===== src/rtl/fir_sink_pkg.sv =====
// fir_sink_pkg: shared state type, output limits and the round/saturate
// helper used by FIR stream sinks.
package fir_sink_pkg;

    typedef enum logic [1:0] {
        IDLE  = 2'd0,
        RUN   = 2'd1,
        FLUSH = 2'd2
    } state_t;

    localparam int SINK_OUT_W = 16;

    localparam logic signed [SINK_OUT_W-1:0] OUT_MAX = 16'sh7FFF;
    localparam logic signed [SINK_OUT_W-1:0] OUT_MIN = 16'sh8000;

    typedef struct packed {
        logic [SINK_OUT_W-1:0] val;
        logic                  sat;
    } sat_t;

    // Round half up, arithmetic shift, then clamp into the output range.
    function automatic sat_t sat_round(
        input logic signed [63:0] x,
        input int                 shift
    );
        logic signed [63:0] t;
        logic signed [63:0] q;
        sat_t               r;
        t     = x + (64'sd1 <<< (shift - 1));
        q     = t >>> shift;
        r.sat = 1'b0;
        r.val = q[SINK_OUT_W-1:0];
        if (q > 64'(OUT_MAX)) begin
            r.val = OUT_MAX;
            r.sat = 1'b1;
        end else if (q < 64'(OUT_MIN)) begin
            r.val = OUT_MIN;
            r.sat = 1'b1;
        end
        return r;
    endfunction

endpackage


===== src/rtl/fir_sink_fifo.sv =====
// fir_sink_fifo: DEPTH x W synchronous FIFO with a registered
// first-word-fall-through head and an occupancy count.
module fir_sink_fifo
    import fir_sink_pkg::*;
#(
    parameter int W     = 16,
    parameter int DEPTH = 4
) (
    input  logic                   clk,
    input  logic                   reset,
    input  logic                   push_i,
    input  logic [W-1:0]           din_i,
    input  logic                   pop_i,
    output logic [W-1:0]           dout_o,
    output logic                   valid_o,
    output logic [$clog2(DEPTH):0] count_o
);

    localparam int AW = $clog2(DEPTH);
    localparam int CW = AW + 1;

    logic [W-1:0]  mem_q [DEPTH];
    logic [AW-1:0] wr_q, wr_d;
    logic [AW-1:0] rd_q, rd_d, rd_nxt;
    logic [CW-1:0] cnt_q, cnt_d;
    logic [W-1:0]  dout_q, dout_d;
    logic          vld_q, vld_d;
    logic          push_ok, pop_ok;

    // The head register only sees entries already in memory, so a write
    // becomes visible one edge after it lands.
    always_comb begin
        push_ok = push_i && (cnt_q != CW'(DEPTH));
        pop_ok  = pop_i && vld_q;
        rd_nxt  = rd_q + AW'(1);
        wr_d    = push_ok ? wr_q + AW'(1) : wr_q;
        rd_d    = pop_ok ? rd_nxt : rd_q;
        cnt_d   = cnt_q + CW'(push_ok) - CW'(pop_ok);
        vld_d   = vld_q;
        dout_d  = dout_q;
        if (pop_ok) begin
            vld_d = (cnt_q > CW'(1));
            if (cnt_q > CW'(1)) begin
                dout_d = mem_q[rd_nxt];
            end
        end else if (!vld_q && (cnt_q != '0)) begin
            vld_d  = 1'b1;
            dout_d = mem_q[rd_q];
        end
    end

    always_ff @(posedge clk) begin
        if (push_ok) begin
            mem_q[wr_q] <= din_i;
        end
    end

    always_ff @(posedge clk or posedge reset) begin
        if (reset) begin
            wr_q   <= '0;
            rd_q   <= '0;
            cnt_q  <= '0;
            dout_q <= '0;
            vld_q  <= 1'b0;
        end else begin
            wr_q   <= wr_d;
            rd_q   <= rd_d;
            cnt_q  <= cnt_d;
            dout_q <= dout_d;
            vld_q  <= vld_d;
        end
    end

    assign dout_o  = dout_q;
    assign valid_o = vld_q;
    assign count_o = cnt_q;

endmodule


===== src/rtl/fir_axis_sink.sv =====
// fir_axis_sink: FIR result sink; round/saturate to 16 bits, FIFO re-emit,
// windowed peak and saturation count. FIR_SINK_STALL_EN adds periodic stalls.
module fir_axis_sink
    import fir_sink_pkg::*;
#(
    parameter int IN_W         = 32,
    parameter int OUT_W        = SINK_OUT_W,
    parameter int FRAC_SHIFT   = 15,
    parameter int DEPTH        = 4,
    parameter int STALL_PERIOD = 8
) (
    input  logic             clk,
    input  logic             reset,
    input  logic             en,
    input  logic [IN_W-1:0]  s_axis_fir_tdata,
    input  logic             s_axis_fir_tvalid,
    output logic             s_axis_fir_tready,
    output logic [OUT_W-1:0] m_axis_out_tdata,
    output logic             m_axis_out_tvalid,
    input  logic             m_axis_out_tready,
    input  logic [15:0]      win_len,
    output logic [OUT_W-1:0] peak_abs,
    output logic             peak_valid,
    output logic [15:0]      sat_cnt,
    output logic             busy
);

    localparam int CW = $clog2(DEPTH) + 1;

    state_t           state_q, state_d;
    logic [CW-1:0]    fifo_cnt;
    logic             stall;
    logic             accept;
    sat_t             sr;
    logic [OUT_W-1:0] conv;
    logic [OUT_W-1:0] mag;

    logic [15:0]      win_cnt_q, win_cnt_d;
    logic [15:0]      win_q, win_d;
    logic [15:0]      lim;
    logic [16:0]      cnt_inc;
    logic             close;
    logic [OUT_W-1:0] run_max_q, run_max_d;
    logic [OUT_W-1:0] max_cur;
    logic [OUT_W-1:0] peak_q, peak_d;
    logic             pv_q, pv_d;
    logic [15:0]      sat_q, sat_d;

    always_comb begin
        state_d = state_q;
        unique case (state_q)
            IDLE:    if (en) state_d = RUN;
            RUN:     if (!en) state_d = FLUSH;
            FLUSH: begin
                if (en) begin
                    state_d = RUN;
                end else if (fifo_cnt == '0) begin
                    state_d = IDLE;
                end
            end
            default: state_d = IDLE;
        endcase
    end

    always_ff @(posedge clk or posedge reset) begin
        if (reset) begin
            state_q <= IDLE;
        end else begin
            state_q <= state_d;
        end
    end

    // Ready depends on registered state and count only.
    assign s_axis_fir_tready = (state_q == RUN)
                            && (fifo_cnt < CW'(DEPTH))
                            && !stall;
    assign accept = s_axis_fir_tvalid && s_axis_fir_tready;
    assign busy   = (state_q != IDLE);

    always_comb begin
        sr   = sat_round(64'($signed(s_axis_fir_tdata)), FRAC_SHIFT);
        conv = OUT_W'(sr.val);
        mag  = conv[OUT_W-1] ? (~conv + OUT_W'(1)) : conv;
    end

    fir_sink_fifo #(
        .W     (OUT_W),
        .DEPTH (DEPTH)
    ) u_fifo (
        .clk     (clk),
        .reset   (reset),
        .push_i  (accept),
        .din_i   (conv),
        .pop_i   (m_axis_out_tready),
        .dout_o  (m_axis_out_tdata),
        .valid_o (m_axis_out_tvalid),
        .count_o (fifo_cnt)
    );

    // Window length is sampled while the window is empty and then held,
    // except that a length already passed by the count closes it early.
    always_comb begin
        lim       = (win_cnt_q == '0) ? win_len : win_q;
        cnt_inc   = {1'b0, win_cnt_q} + 17'd1;
        max_cur   = (mag > run_max_q) ? mag : run_max_q;
        close     = (cnt_inc >= {1'b0, lim})
                 || ((win_len != '0) && (win_cnt_q >= win_len));
        win_cnt_d = win_cnt_q;
        win_d     = lim;
        run_max_d = run_max_q;
        peak_d    = peak_q;
        pv_d      = 1'b0;
        if (accept && (lim != '0)) begin
            if (close) begin
                peak_d    = max_cur;
                pv_d      = 1'b1;
                win_cnt_d = '0;
                run_max_d = '0;
                win_d     = win_len;
            end else begin
                win_cnt_d = cnt_inc[15:0];
                run_max_d = max_cur;
            end
        end
        sat_d = sat_q;
        if (accept && sr.sat && (sat_q != 16'hFFFF)) begin
            sat_d = sat_q + 16'd1;
        end
    end

    always_ff @(posedge clk or posedge reset) begin
        if (reset) begin
            win_cnt_q <= '0;
            win_q     <= '0;
            run_max_q <= '0;
            peak_q    <= '0;
            pv_q      <= 1'b0;
            sat_q     <= '0;
        end else begin
            win_cnt_q <= win_cnt_d;
            win_q     <= win_d;
            run_max_q <= run_max_d;
            peak_q    <= peak_d;
            pv_q      <= pv_d;
            sat_q     <= sat_d;
        end
    end

    assign peak_abs   = peak_q;
    assign peak_valid = pv_q;
    assign sat_cnt    = sat_q;

`ifdef FIR_SINK_STALL_EN
    localparam int SW = $clog2(STALL_PERIOD + 1);

    logic [SW-1:0] stall_q, stall_d;

    always_comb begin
        stall_d = (stall_q == SW'(STALL_PERIOD - 1)) ? '0 : stall_q + SW'(1);
    end

    always_ff @(posedge clk or posedge reset) begin
        if (reset) begin
            stall_q <= '0;
        end else begin
            stall_q <= stall_d;
        end
    end

    assign stall = (state_q == RUN) && (stall_q == SW'(STALL_PERIOD - 1));
`else
    // No stall counter in this build; the expression is constant false.
    assign stall = (STALL_PERIOD < 0);
`endif

endmodule


===== config.mk =====
export PLATFORM = sky130hd
export DESIGN_NAME = fir_axis_sink
export DESIGN_NICKNAME = d
export VERILOG_FILES = /design/src/rtl/fir_sink_pkg.sv /design/src/rtl/fir_sink_fifo.sv /design/src/rtl/fir_axis_sink.sv
export SDC_FILE = /design/constraint.sdc
export NUM_CORES = 1
export LEC_CHECK = 0
export BUFFER_PORTS_ARGS = -buffer_cell sky130_fd_sc_hd__buf_2
export CAP_MARGIN = 10
export CELL_PAD_IN_SITES_DETAIL_PLACEMENT = 0
export CELL_PAD_IN_SITES_GLOBAL_PLACEMENT = 1
export CORE_ASPECT_RATIO = 1.1
export CORE_MARGIN = 5
export CORE_UTILIZATION = 43
export DETAILED_ROUTE_END_ITERATION = 16
export PLACE_DENSITY = 0.79
export SLEW_MARGIN = 20
export SYNTH_ARGS = -nofsm -noshare
export SYNTH_HDL_FRONTEND = slang
export SYNTH_SLANG_ARGS = --single-unit

===== constraint.sdc =====
create_clock -name clk -period 4.07 [get_ports clk]
set_input_delay 0.407 -clock clk [delete_from_list [all_inputs] [get_ports clk]]
set_output_delay 0.407 -clock clk [all_outputs]
set_load 0.05 [all_outputs]

==> results.ini, run 1 <==
[drt]
wl_mm=26.5
vias=8404
drt_first_iter_violations=527
routed_via_density=5.38
drc=0
first_pass_iters=5
ant_nets=0
wl_per_cell_um=16.9

[critical_path]
cp_slowest_cell=or4_4
crit_arrival_ps=4320
crit_required_ps=4390
path_max_fanout=9
worst_setup_path_end_kind=flop
critPathLaunchType=input port
crit_chain=buf_6 -> nand4_4 -> or4_4 -> o21ai_4 -> nand2_4 -> a21o_1 -> inv_2 -> ha_4 -> o2111ai_4 -> o31ai_4 -> mux2i_1 -> inv_1 -> ha_1 -> nand4_1 -> or2_4 -> a221o_1 -> a21oi_4 -> o21bai_1 -> buf_4 -> a22o_1
cpPeakStageDelay_ps=580
path_delay_family=compound AO/OA/AOI/OAI gates
crit_buf_inv=4
crit_type=in2reg

[grt]
met1_usage_pct=27.4
top_usage_layer=met2
grt_use_met3_pct=3.13
grt_antenna_before_repair=0
use_met2_pct=33.7
grt.total_usage_pct=20.0
grt_pass1_wl_mm=43.2
overflow=0
grt_pass1_vias=8366
grt_max_degree=46

[placement]
place.port_buffers=90
place_inst=1517
postPlaceCellArea_sq_um=12200
gp_congestion=0.931
dp_hpwl_mm=20.0
dp_slack_ps=-446

[power_and_ir_drop]
p_seq_share_pct=33.7
ir_drop_mv=0.366
p_per_area_nw_per_um2=557
internal_power_mw=4.41
comb_power_share_pct=44.4
leakage_nw=5.95
power_frac_clock_pct=21.9
switching_power_mw=2.92
power_mw=7.33
swShare_pct=39.9

[clock_tree]
holdBufCountCts=0
clk_path_buf_depth=2
clock-root-buffer=clkbuf_16
clkSinkCount=171
htree_levels=4
cts.reportedPaths.clkPinSlew_ps=70
cts-buffers-inserted=17
insertion_delay_ps=420
cts_tree=done

[layout]
layout.cells.non_filler=1562
final_cell_mix=168 x buf_4, 106 x dfrtp_1, 105 x nor2_1, 83 x buf_2, 80 x nand2_1
num_antenna_cells=0
final_common_cell=buf_4
drive_gt1_share_pct=31.6
fillers=2058
final_nets=1358
fin_util_pct=55.7
layout-area-overhead-vs-synth_pct=28.2
final_cell_area_sq_um=13200

[outcome]
status=finished, final reports clean

[sta]
max_slew.worst_pin.slew_ps=911
fmax_mhz=250
period_needed_ps=4010
fin_tns_setup_ps=0
whs_ps=42.3
slew_headroom_pct=39.2
rsz0062_at_grt=yes
finalCritPeriodShare_pct=98.5
hold_violations=0
skew_ps=10.4
layout_setup_ws_ps=62.6
setup_viol=0
slew_violations=0

[floorplan]
start_util_pct=43.5
die_x_um=157
core_sq_um=23600
die_h_um=172
ios=105
placementRows=59
die_area_sq_um=27100

[synthesis]
synth_edf_count=64
synth_xor_xnor_area_share_pct=4.60
synth_area_leaders=dfrtp_1 26%, edfxtp_1 19%, ha_1 7.3%
avgSynthCellArea_sq_um=10.2
synth_ff_type=dfrtp_1
synthSimpleGateAreaFrac_pct=14.6
ys_warn_count=0
synth_top_family_by_area=simple AND/OR/NAND/NOR gates
synth_mux_area_share_pct=10.3
yosysUniqueCellTypes=74
ys_seq_area_share_pct=44.8
synth_compound_area_share_pct=13.8
synth_top_area_cell=dfrtp_1
synth_top_area_share_pct=26.1
ys_ff_latch=171
async_flop_share_pct=62.6
synth_nets=1124
postSynthCellCount=1010
synthesis.area_sq_um=10300
synthAdderAreaFrac_pct=7.72

[job]
maxCapViolCount=0

[hold_path]
hold_class=in2async

==> metal layers <==
layer | wire [um] | share of wire [%] | vias to the layer above
li1 | - | - | 4135
met1 | 12200 | 46 | 4094
met2 | 13000 | 49 | 155
met3 | 891 | 3.4 | 20
met4 | 411 | 1.6 | 0
met5 | 0 | 0 | -
==> worst paths after layout <==
check | start | end | slack [ps] | depth (start not counted)
max in group asynchronous | reset | run_max_q[0] | 3160 | 3
min in group clk | en | state_q[1] | 150 | 2
min reg2reg | run_max_q[5] | run_max_q[5] | 490 | 2
min | reset | u_fifo.count_o[2] | 40 | 2
max reg2reg | win_cnt_q[0] | peak_abs[12] | 230 | 17
max | s_axis_fir_tdata[19] | run_max_q[15] | 60 | 20
==> power by group through the flow <==
stage / Clock [mW] / Sequential (mW) / Combinational, mW
floorplan: 0 / 2.73 / 2.01
CTS: 1.63 / 2.47 / 3.15
detailed placement: 0 / 2.49 / 3.12
finish: 1.61 / 2.47 / 3.25
global route: 1.71 / 2.53 / 3.60
global placement: 0 / 2.48 / 3.04
==> sequential cells by signal, indices dropped and copies added (netlist names) <==
signal,flops
win_q,16
u_fifo.rd_q,2
u_fifo.mem_q,64
peak_abs,16
u_fifo.valid_o,1
u_fifo.wr_q,2
run_max_q,16
win_cnt_q,16
u_fifo.dout_o,16
state_q,2
peak_valid,1
u_fifo.count_o,3
sat_cnt,16
==> cell families after synthesis <==
logic type | Yosys count
AOI/OAI and AO/OA | 233
muxes | 65
and+or+nand+nor | 313
buffers and inverters | 112
DFF | 171
adders and majority gates | 63
xor gates and xnor gates | 53
==> timing repair <==
| item | in CTS | in global routing |
|---|---|---|
| gates cloned | 0 | 1 |
| endpoints found under the setup margin | 20 | 49 |
| pin swaps | 0 | 17 |
| resized for setup | 4 | 58 |
| setup buffers | 0 | 12 |
==> synthesized netlist by cell type (21+ instances only) <==
| master | count |
|---|---|
| dfrtp_1 | 107 |
| edfxtp_1 | 64 |
| inv_1 | 61 |
| ha_1 | 60 |
| o21ai_0 | 54 |
| nand2_1 | 81 |
| xor2_1 | 21 |
| clkbuf_1 | 33 |
| xnor2_1 | 31 |
| a21oi_1 | 83 |
| nor2_1 | 108 |
| nand3_1 | 28 |
| mux4_2 | 32 |
| mux2i_1 | 28 |
==> layout make-up <==
| cell class | count | area (sq um) | area share [%] |
|---|---|---|---|
| clock buffer | 17 | 425 | 3.23 |
| clock inverter | 15 | 154 | 1.17 |
| inverter | 64 | 249 | 1.89 |
| multi-input combinational | 727 | 5530 | 42.0 |
| sequential | 171 | 4600 | 35.0 |
| tap | 305 | 382 | 2.90 |
| timing repair buffer | 263 | 1820 | 13.8 |
Power figures use the tool's default switching activity.
==> run 2: changes to the inputs <==
==> constraint.sdc (replaced) <==
create_clock -name clk -period 4.07 [get_ports clk]
set_input_delay 0.814 -clock clk [delete_from_list [all_inputs] [get_ports clk]]
set_output_delay 0.814 -clock clk [all_outputs]
set_load 0.05 [all_outputs]
==> run 2 against run 1 <==
Compared with the run above: the run now ends with negative setup slack left; flip-flop and latch count unchanged; routed wire length grew 0.65%; first-iteration DRC count rose by 19%; clock power rose by 11%; largest cell class unchanged.
==> results.ini, run 2 (synthesis results as in run 1) <==
[outcome]
status=finished with violations  ; was finished, final reports clean
violations=negative setup slack

[layout]
layout-area-overhead-vs-synth_pct=30.4  ; was 28.2%
final_common_cell=buf_4  ; unchanged
largest-register=u_fifo.mem_q  ; unchanged
final_cell_mix=184 x buf_4, 106 x nor2_1, 106 x dfrtp_1, 80 x buf_2, 76 x nand2_1  ; was 168 x buf_4, 106 x dfrtp_1, 105 x nor2_1, 83 x buf_2, 80 x nand2_1
fillers=2060  ; was 2058
largest_reg_flops=64  ; unchanged
drive_gt1_share_pct=32.4  ; was 31.6%
num_antenna_cells=0  ; unchanged
final_nets=1375  ; was 1358

[floorplan]
die_h_um=172  ; unchanged
core_sq_um=23600  ; unchanged
placementRows=59  ; unchanged
die_area_sq_um=27100  ; unchanged
start_util_pct=43.5  ; unchanged
die_x_um=157  ; unchanged
ios=105  ; unchanged

[sta]
setup_viol=32  ; was 0
fmax_mhz=226  ; was 250 MHz
max_slew.worst_pin.slew_ps=920  ; was 911 ps
slew_violations=0  ; unchanged
rsz0062_at_grt=yes  ; unchanged
finalCritPeriodShare_pct=109  ; was 98.5%
skew_ps=9.36  ; was 10.4 ps
hold_violations=0  ; unchanged
period_needed_ps=4420  ; was 4010 ps
slew_headroom_pct=38.7  ; was 39.2%
whs_ps=455  ; was 42.3 ps
layout_setup_ws_ps=-353  ; was 62.6 ps

[clock_tree]
cts-buffers-inserted=17  ; unchanged
clk_path_buf_depth=2  ; unchanged
holdBufCountCts=0  ; unchanged
htree_levels=4  ; unchanged
insertion_delay_ps=430  ; was 420 ps
clkSinkCount=171  ; unchanged
clock-root-buffer=clkbuf_16  ; unchanged
cts.reportedPaths.clkPinSlew_ps=70  ; about the same
cts_tree=done  ; unchanged

[critical_path]
crit_required_ps=4370  ; was 4390 ps
crit_type=in2reg  ; unchanged
critPathLaunchType=input port  ; unchanged
crit_start=s_axis_fir_tdata[14]  ; was s_axis_fir_tdata[19]
worst_setup_path_end_kind=flop  ; unchanged
path_max_fanout=7  ; was 9
crit_end=peak_abs[5]  ; was run_max_q[15]
crit_arrival_ps=4720  ; was 4320 ps
r2r_cells=15  ; was 17
r2r_end=win_cnt_q[13]  ; was peak_abs[12]
worstReg2RegStart=win_cnt_q[0]  ; unchanged
r2r_slack_ps=120  ; was 230 ps

[job]
maxCapViolCount=0  ; unchanged

[drt]
wl_per_cell_um=16.9  ; about the same
vias=8502  ; was 8404
routed_via_density=5.38  ; about the same
drc=0  ; unchanged
ant_nets=0  ; unchanged
drt_first_iter_violations=625  ; was 527
wl_mm=26.6  ; was 26.5 mm
first_pass_iters=5  ; unchanged

[grt]
overflow=0  ; unchanged
grt_antenna_before_repair=0  ; unchanged
grt_max_degree=44  ; was 46
top_usage_layer=met2  ; unchanged
grt_use_met3_pct=3.13  ; unchanged
use_met2_pct=33.8  ; was 33.7%
met1_usage_pct=27.1  ; was 27.4%
grt_pass1_vias=8539  ; was 8366
grt_pass1_wl_mm=43.5  ; was 43.2 mm
grt.total_usage_pct=20.1  ; was 20.0%

[power_and_ir_drop]
ir_drop_mv=0.311  ; was 0.366 mV
power_mw=7.59  ; was 7.33 mW
p_per_area_nw_per_um2=567  ; was 557 nW/um^2
leakage_nw=6.06  ; was 5.95 nW

[placement]
place.port_buffers=90  ; unchanged
gp_congestion=0.884  ; was 0.931
dp_hpwl_mm=19.7  ; was 20.0 mm

[hold_path]
hold_class=in2async  ; unchanged

## run 2: changes by cell type in the layout (fill, tap and decap cells not counted), sizes merged
| cell | previous run | this run |
|---|---|---|
| clkinv | 3 | 2 |
| clkinvlp | 3 | 1 |
| bufinv | 1 | 4 |
| buf | 263 | 280 |
## run 2: final cells by class
class	count	area [sq um]	area share (%)
clock buffers	17	425	3.18
clock inverters	15	225	1.68
inverters	64	243	1.81
multi-input cells	727	5530	41.3
flip-flops and latches	171	4600	34.4
well taps	305	382	2.85
repair buffers	280	1980	14.8
## run 2: how the worst min path moves through the flow
| stage | startpoint | to | slack, ps | cells past startpoint |
|---|---|---|---|---|
| after floorplan | state_q[1] | state_q[0] | 450 | 1 |
| final | reset | win_q[6] | 460 | 2 |
| after global placement | run_max_q[10] | run_max_q[10] | 470 | 2 |
| after detailed placement | peak_abs[15] | peak_abs[15] | 470 | 2 |
| after CTS | reset | win_q[6] | 470 | 2 |
| after global routing | reset | win_q[6] | 500 | 2 |
## run 2: where the power goes
part | switching [mW] | internal [mW]
Combinational | 1.87 | 1.44
Sequential | 0.328 | 2.16
Clock | 0.732 | 1.05
Total | 2.93 | 4.66
## run 2: per-layer routing
metal | share of wire (%) | routed length (um)
met5 | 0 | 0
met4 | 1.9 | 502
met3 | 3.8 | 1010
met2 | 49 | 13000
met1 | 46 | 12200
## run 2: metrics by stage
step | std cells | cell area (sq um) | setup TNS, ps | setup WS (ps) | util (%)
after global routing | 1579 | 13400 | -16590 | -562 | 56.6
after CTS | 1570 | 13200 | -6750 | -253 | 55.9
final | 1579 | 13400 | -9420 | -353 | 56.6
after detailed placement | 1525 | 12300 | -26770 | -908 | 52.0
after floorplan | 1010 | 10400 | -23210 | -805 | -
after global placement | 1525 | 12300 | -23900 | -811 | 52.0
## run 2: what timing repair did
item                       in CTS  in global routing
pin swaps                       5                 18
gates resized for setup        39                 22
buffers inserted               12                 10
hold endpoints to repair        0                  0
gates cloned                    1                  0
setup endpoints to repair      33                 45
## run 2: critical path, cell delays in order
cell and delay, ps:
buf_8 80, ha_4 130, nand4_4 110, nor4_4 350, mux2_4 360, o22ai_4 250
a21o_1 150, inv_2 50, ha_4 170, o2111ai_4 80, buf_12 140, o21ai_2 50
mux2i_2 230, inv_2 70, ha_4 270, nand4_1 70, or2_4 270, a221o_1 300
a21oi_4 220, buf_4 160, buf_6 120, nor2_1 60, a21oi_2 130, o21ai_1 80
